===== src/rtl/mp_controller.sv =====
// mp_controller: four-cycle sequencer that decodes an instruction, reads two registers, runs the ALU and writes back
module mp_controller #(
    parameter int CNT_W = 16,
    parameter int AW = 5
) (
    input  logic             clk,
    input  logic             rst,
    input  logic             instr_valid,
    input  logic [31:0]      instr,
    output logic             instr_ready,
    output logic [AW-1:0]    rf_raddr1,
    output logic [AW-1:0]    rf_raddr2,
    output logic [AW-1:0]    rf_waddr,
    output logic             rf_we,
    output logic [31:0]      rf_wdata,
    output logic [5:0]       alu_opcode,
    input  logic [31:0]      alu_result,
    output logic             busy,
    output logic             done,
    output logic             illegal,
    output logic [CNT_W-1:0] instr_count
);
    typedef enum logic [2:0] {IDLE, READ, EXEC, WRITE, FAULT} state_t;
    state_t state, nxt;
    logic [5:0] op_q;
    logic [AW-1:0] rs1_q, rs2_q, rd_q;
    logic [31:0] wdata_q;
    logic [CNT_W-1:0] cnt_q;
    logic legal, accept, run, unused_bits;
    assign unused_bits = ^instr[31:21];
    assign legal = instr[5:0] inside {6'h00, 6'h02, 6'h03, 6'h04, 6'h05, 6'h06,
                                      6'h07, 6'h08, 6'h0A, 6'h0C, 6'h0D, 6'h0F};
    assign run = !rst;
    assign accept = run && instr_valid && state == IDLE;
    always_comb begin
        nxt = state == IDLE  ? (accept ? (legal ? READ : FAULT) : IDLE) :
              state == READ  ? EXEC :
              state == EXEC  ? WRITE : IDLE;
    end
    always_ff @(posedge clk) begin
        if (rst) begin
            state   <= IDLE;
            op_q    <= '0;
            rs1_q   <= '0;
            rs2_q   <= '0;
            rd_q    <= '0;
            wdata_q <= '0;
            cnt_q   <= '0;
        end else begin
            state <= nxt;
            if (accept && legal) begin
                op_q  <= instr[5:0];
                rs1_q <= instr[10:6];
                rs2_q <= instr[15:11];
                rd_q  <= instr[20:16];
            end
            if (state == EXEC) wdata_q <= alu_result;
            if (state == WRITE) cnt_q <= cnt_q + 1'b1;
        end
    end
    // Every output is forced low while rst is asserted, whatever state is mid-flight
    assign instr_ready = run && state == IDLE;
    assign rf_raddr1   = run ? rs1_q : '0;
    assign rf_raddr2   = run ? rs2_q : '0;
    assign rf_waddr    = run ? rd_q : '0;
    assign rf_wdata    = run ? wdata_q : '0;
    assign rf_we       = run && state == WRITE && op_q != 6'h00;
    assign alu_opcode  = (run && state inside {READ, EXEC, WRITE}) ? op_q : 6'h00;
    assign busy        = run && state != IDLE;
    assign done        = run && state == WRITE;
    assign illegal     = run && state == FAULT;
    assign instr_count = run ? cnt_q : '0;
endmodule


===== config.mk =====
export PLATFORM = sky130hd
export DESIGN_NAME = mp_controller
export DESIGN_NICKNAME = d
export VERILOG_FILES = /design/src/rtl/mp_controller.sv
export SDC_FILE = /design/constraint.sdc
export NUM_CORES = 1
export LEC_CHECK = 0
export CAP_MARGIN = 10
export CORE_UTILIZATION = 40
export CTS_BUF_LIST = sky130_fd_sc_hd__clkbuf_4 sky130_fd_sc_hd__clkbuf_8
export CTS_CLUSTER_DIAMETER = 120
export DETAILED_ROUTE_END_ITERATION = 8
export GPL_TIMING_DRIVEN = 1
export PLACE_DENSITY = 0.85
export RECOVER_POWER = 100
export SYNTH_ARGS = -nofsm -noshare
export SYNTH_HDL_FRONTEND = slang
export SYNTH_SLANG_ARGS = --single-unit

===== constraint.sdc =====
create_clock -name clk -period 3.49 [get_ports clk]
set_clock_uncertainty 0.15 [all_clocks]
set_input_delay 1.047 -clock clk [delete_from_list [all_inputs] [get_ports clk]]
set_output_delay 1.047 -clock clk [all_outputs]
set_load 0.05 [all_outputs]

======== Word level (Yosys, flattened, before mapping) ========
Cells that the tools add are included.
storage, ports and cells
  bits in registers ....................... 72
  bits of input ports ..................... 67
  word-level logic and storage cells ...... 50
operators by class
  add/subtract/negate cells ............... 1
  eq/ne operators ......................... 15
  muxes and demuxes ....................... 11
  reductions and logical operators ........ 16
operator list
  kind                                                                    count
  32-bit two-way mux                                                      1
  6-bit by 4-bit equality test with 1-bit output (second input constant)  5
  6-bit by 3-bit equality test with 1-bit output (second input constant)  4
  16-bit by 1-bit adder with 16-bit output (second input constant)        1
  16-bit two-way mux                                                      1
  5-bit two-way mux                                                       3
  6-bit by 2-bit equality test with 1-bit output (second input constant)  2
  12-bit nonzero test                                                     1
  1-bit logical AND                                                       9
  3-bit two-way mux                                                       3
  3-bit by 2-bit equality test with 1-bit output (second input constant)  2
  6-bit zero test                                                         1
  6-bit two-way mux                                                       1
  3-bit nonzero test                                                      2
  6-bit nonzero test                                                      1
  2-bit two-way mux                                                       2
  3-bit by 1-bit equality test with 1-bit output (second input constant)  1
  3-bit equality test (second input constant)                             1
  3-bit zero test                                                         1
  1-bit zero test                                                         1

======== Longest topological paths before layout ========
  word-level depth ........................ 5
  depth in mapped cells ................... 7
  gate-level depth less buffers ........... 5

======== Least setup slack after synthesis ========
No wires, ideal clock.
  kind .................................... in2out
  start point ............................. in rst
  end point ............................... out illegal
  arrival ................................. 3.319 ns
  setup slack ............................. -1.026 ns
  cell stages on the path ................. 4
  cell sequence ........................... clkbuf_1 -> buf_1 -> clkbuf_1 -> nor4b_1
on the way
  word-level cells in the longest chain between the ends .. 2
ends and longest elaborated chain
  item               RTL line  RTL
  start, declared    7         input logic rst,
  1-bit zero test    33        assign run = !rst;
  1-bit logical AND  71        assign illegal = run && state == FAULT;
  end, declared      20        output logic illegal,
No other way between the ends.

======== Final worst setup path ========
  start point ............................. in rst
  end point ............................... out rf_raddr2[0]
on the way
  word-level cells in the longest chain between the ends .. 1
ends and longest elaborated chain
  item               RTL line  RTL
  5-bit two-way mux  64        assign rf_raddr2 = run ? rs2_q : '0;
  end, declared      12        output logic [AW-1:0] rf_raddr2,
No other way between the ends.

==> results.md <==
- Status: complete, no violations
- Critical Path, Cell by Cell: buf_2 -> buf_12 -> nor2b_1 -> clkbuf_1
- Syn Inst Count: 311
- Area Overhead vs Synth: 39.8%
- CP endpoint kind: primary output
- Post-DRT Antenna Nets: 0
- Dpl cell area: 0.00443 mm²
- Synthesized area per cell: 10.0 µm²
- Clock Sinks: 72
- Rows: 31
- EDFF count, synth: 0
- Synth Flop Type: dfxtp_1
- CTS Buf Count: 9
- Leakage power: 1.78 nW
- Die Ht: 90.4 µm
- Post-synthesis register bit count: 72
- IO buf count: 129
- Pwr dens: 409 mW/mm²
- Final Cell Area: 0.00437 mm²
- Final #Nets: 504
- Dpl hpwl: 5.38 mm
- Final Wtd Congestion: 0.811
- TritonCTS clock tree: yes
- Post-layout min period: 3.30 ns
- Crit path launch type: input port
- DR pass1 iterations: 4
- Setup Buffers After CTS: 0
- Finish-stage setup viols: 0
- CP Data Required Time: 2.29 ns
- Maximum VDD drop: 0.000321 V
- Worst min-delay path class: register to register
- Reg clk slew, reported paths: 0.08 ns
- Boundary pin count: 141
- Total global routing overflow: 0
- Initial DRC Count: 70
- CP Max Fanout: 53
- Largest net degree at the start of global routing: 54
- Routed wire per std cell: 13.6 µm
- Max-slew violation count: 0
- Clk root buf: clkbuf_8
- Unique masters post-synth: 40
- Share of post-route cells with drive strength above 1: 0.204
- Critical path arrival: 2.10 ns
- Max cap viols: 0
- Latest clock arrival within the worst-skew pair: 0.33 ns
- DRC: 0
- Die Wd: 90.4 µm
- Resized Gates After CTS: 0
- Antenna cells: 0
- Slew of the pin with the lowest slew margin: 1.08 ns
- Initial antenna violation count: 0
- Synth async-reset ratio: 0
- First-pass GRT wire length: 11.9 mm
- Via count: 2677
- Number of global-route vias before repair: 2594
- Syn nets: 379
- RSZ-0062 raised after global routing: false
- Crit share post-route: 0.945
- Crit-path slowest cell: clkbuf_1
- CP Class: input port to primary output
- Ys Warns: 0
- CTS Buffer Depth: 2
- Hold Buf Count CTS: 0
- Core footprint: 0.00741 mm²
- Gr usage total: 0.179
- H-tree depth: 3
- DRT Wirelength: 7.34 mm
- Sequential share of the synthesized area: 0.461
- Power, Total: 0.00178 W
- Hold Vio Cnt, Final: 0
- Vias/cell: 4.96
- Netlist Area Pre-Place: 0.00313 mm²
- Die area: 0.00817 mm²
- Fmax: 303 MHz
- Dpl ws: 0.286 ns
- Initial Util: 0.422
- Filler Cell Count: 703
- Crit-path max cell delay: 0.49 ns
- Worst slew margin: 0.270
- Fin worst setup slack: 0.192 ns
registers in the layout, summed over array words and instances (netlist names):
| name | cells |
|---|---|
| state | 3 |
| wdata_q | 32 |
| rd_q | 5 |
| rs2_q | 5 |
| op_q | 6 |
| cnt_q | 16 |
| rs1_q | 5 |
cells in the final DEF (no fill, tap or decap), types with 2 or more instances in the layout:
cell type / count
mux2_1: 11
o22a_1: 32
nor2b_1: 64
clkbuf_1: 23
and3_1: 2
a21oi_1: 7
clkinv_2: 2
buf_12: 9
bufinv_16: 2
clkinv_4: 3
nor2_2: 3
nand3_1: 9
nand4_1: 5
and3b_1: 2
xor2_1: 4
nor3b_1: 2
o21ai_0: 9
and4_1: 3
or4_1: 3
and2_0: 4
clkbuf_2: 44
xnor2_1: 3
buf_4: 3
and2_1: 2
nor3_1: 3
dfxtp_1: 72
clkdlybuf4s50_1: 53
clkbuf_8: 9
mux2_2: 8
nand2_1: 13
nor2_1: 15
area by class of cell:
class	count	area, µm²	share of cell area
tap	99	124	0.0284
inverter	1	3.75	0.000859
timing repair buffer	134	1050	0.241
clock buffer	9	124	0.0284
multi-input combinational	218	1520	0.349
sequential	72	1440	0.330
clock inverter	7	96.3	0.0221
final timing paths:
path                            cells past startpoint  slack, ns      endpoint     start
worst max register to register                      4       0.94     cnt_q[13]  state[0]
worst min register to register                      2       0.34       op_q[1]   op_q[1]
worst max-delay path                                4       0.19  rf_raddr2[0]       rst
worst min-delay path                                2       0.34       op_q[1]   op_q[1]
synthesized netlist by cell type (3+ instances only):
library cell	n	area, µm²
o21ai_0	8	40.0
o22a_1	32	280
and4_1	3	26.3
nand3_1	9	45.0
clkbuf_1	15	56.3
nor3_1	3	15.0
or4_1	3	22.5
mux2_4	9	135
and2_1	6	37.5
nor2_1	19	71.3
a21oi_1	7	35.0
nor2b_1	64	400
nand2_1	13	48.8
mux2_2	8	90.1
xnor2_1	3	26.3
nand4_1	5	31.3
xor2_1	4	35.0
dfxtp_1	72	1440
where the power goes:
part	internal [W]	switching [W]	total, W
Sequential	0.000845	0.00000832	0.000854
Combinational	0.000101	0.000116	0.000217
Clock	0.000404	0.000310	0.000714
through the flow:
stage | util | cells | setup TNS (ns) | hold WS, ns
floorplan | - | 311 | -0.883 | 0.307
global placement | 0.598 | 524 | 0 | 0.326
detailed placement | 0.598 | 524 | 0 | 0.336
CTS | 0.628 | 540 | 0 | 0.346
global route | 0.590 | 540 | 0 | 0.366
finish | 0.590 | 540 | 0 | 0.344
logic make-up after synthesis:
group           Yosys count  synth area share
flops                    72             0.461
mux                      19            0.0793
buf+inv                  21            0.0356
xor+xnor                  7            0.0196
fa+ha+maj                 1           0.00400
compound gates           53             0.131
simple gates            138             0.269
routing by layer:
metal  track usage  routed length [µm]  part of all wire
met5             0                   0                 0
met1         0.199                3060              0.42
met3        0.0631                 632             0.086
met2         0.316                3590              0.49
met4        0.0605                  59            0.0080
critical path, delay by kind of cell:
kind | cells | cell delay, ns
buffers and inverters | 3 | 0.85
AND/OR/NAND/NOR | 1 | 0.18
Note: power is estimated with default switching activity, not from simulation.
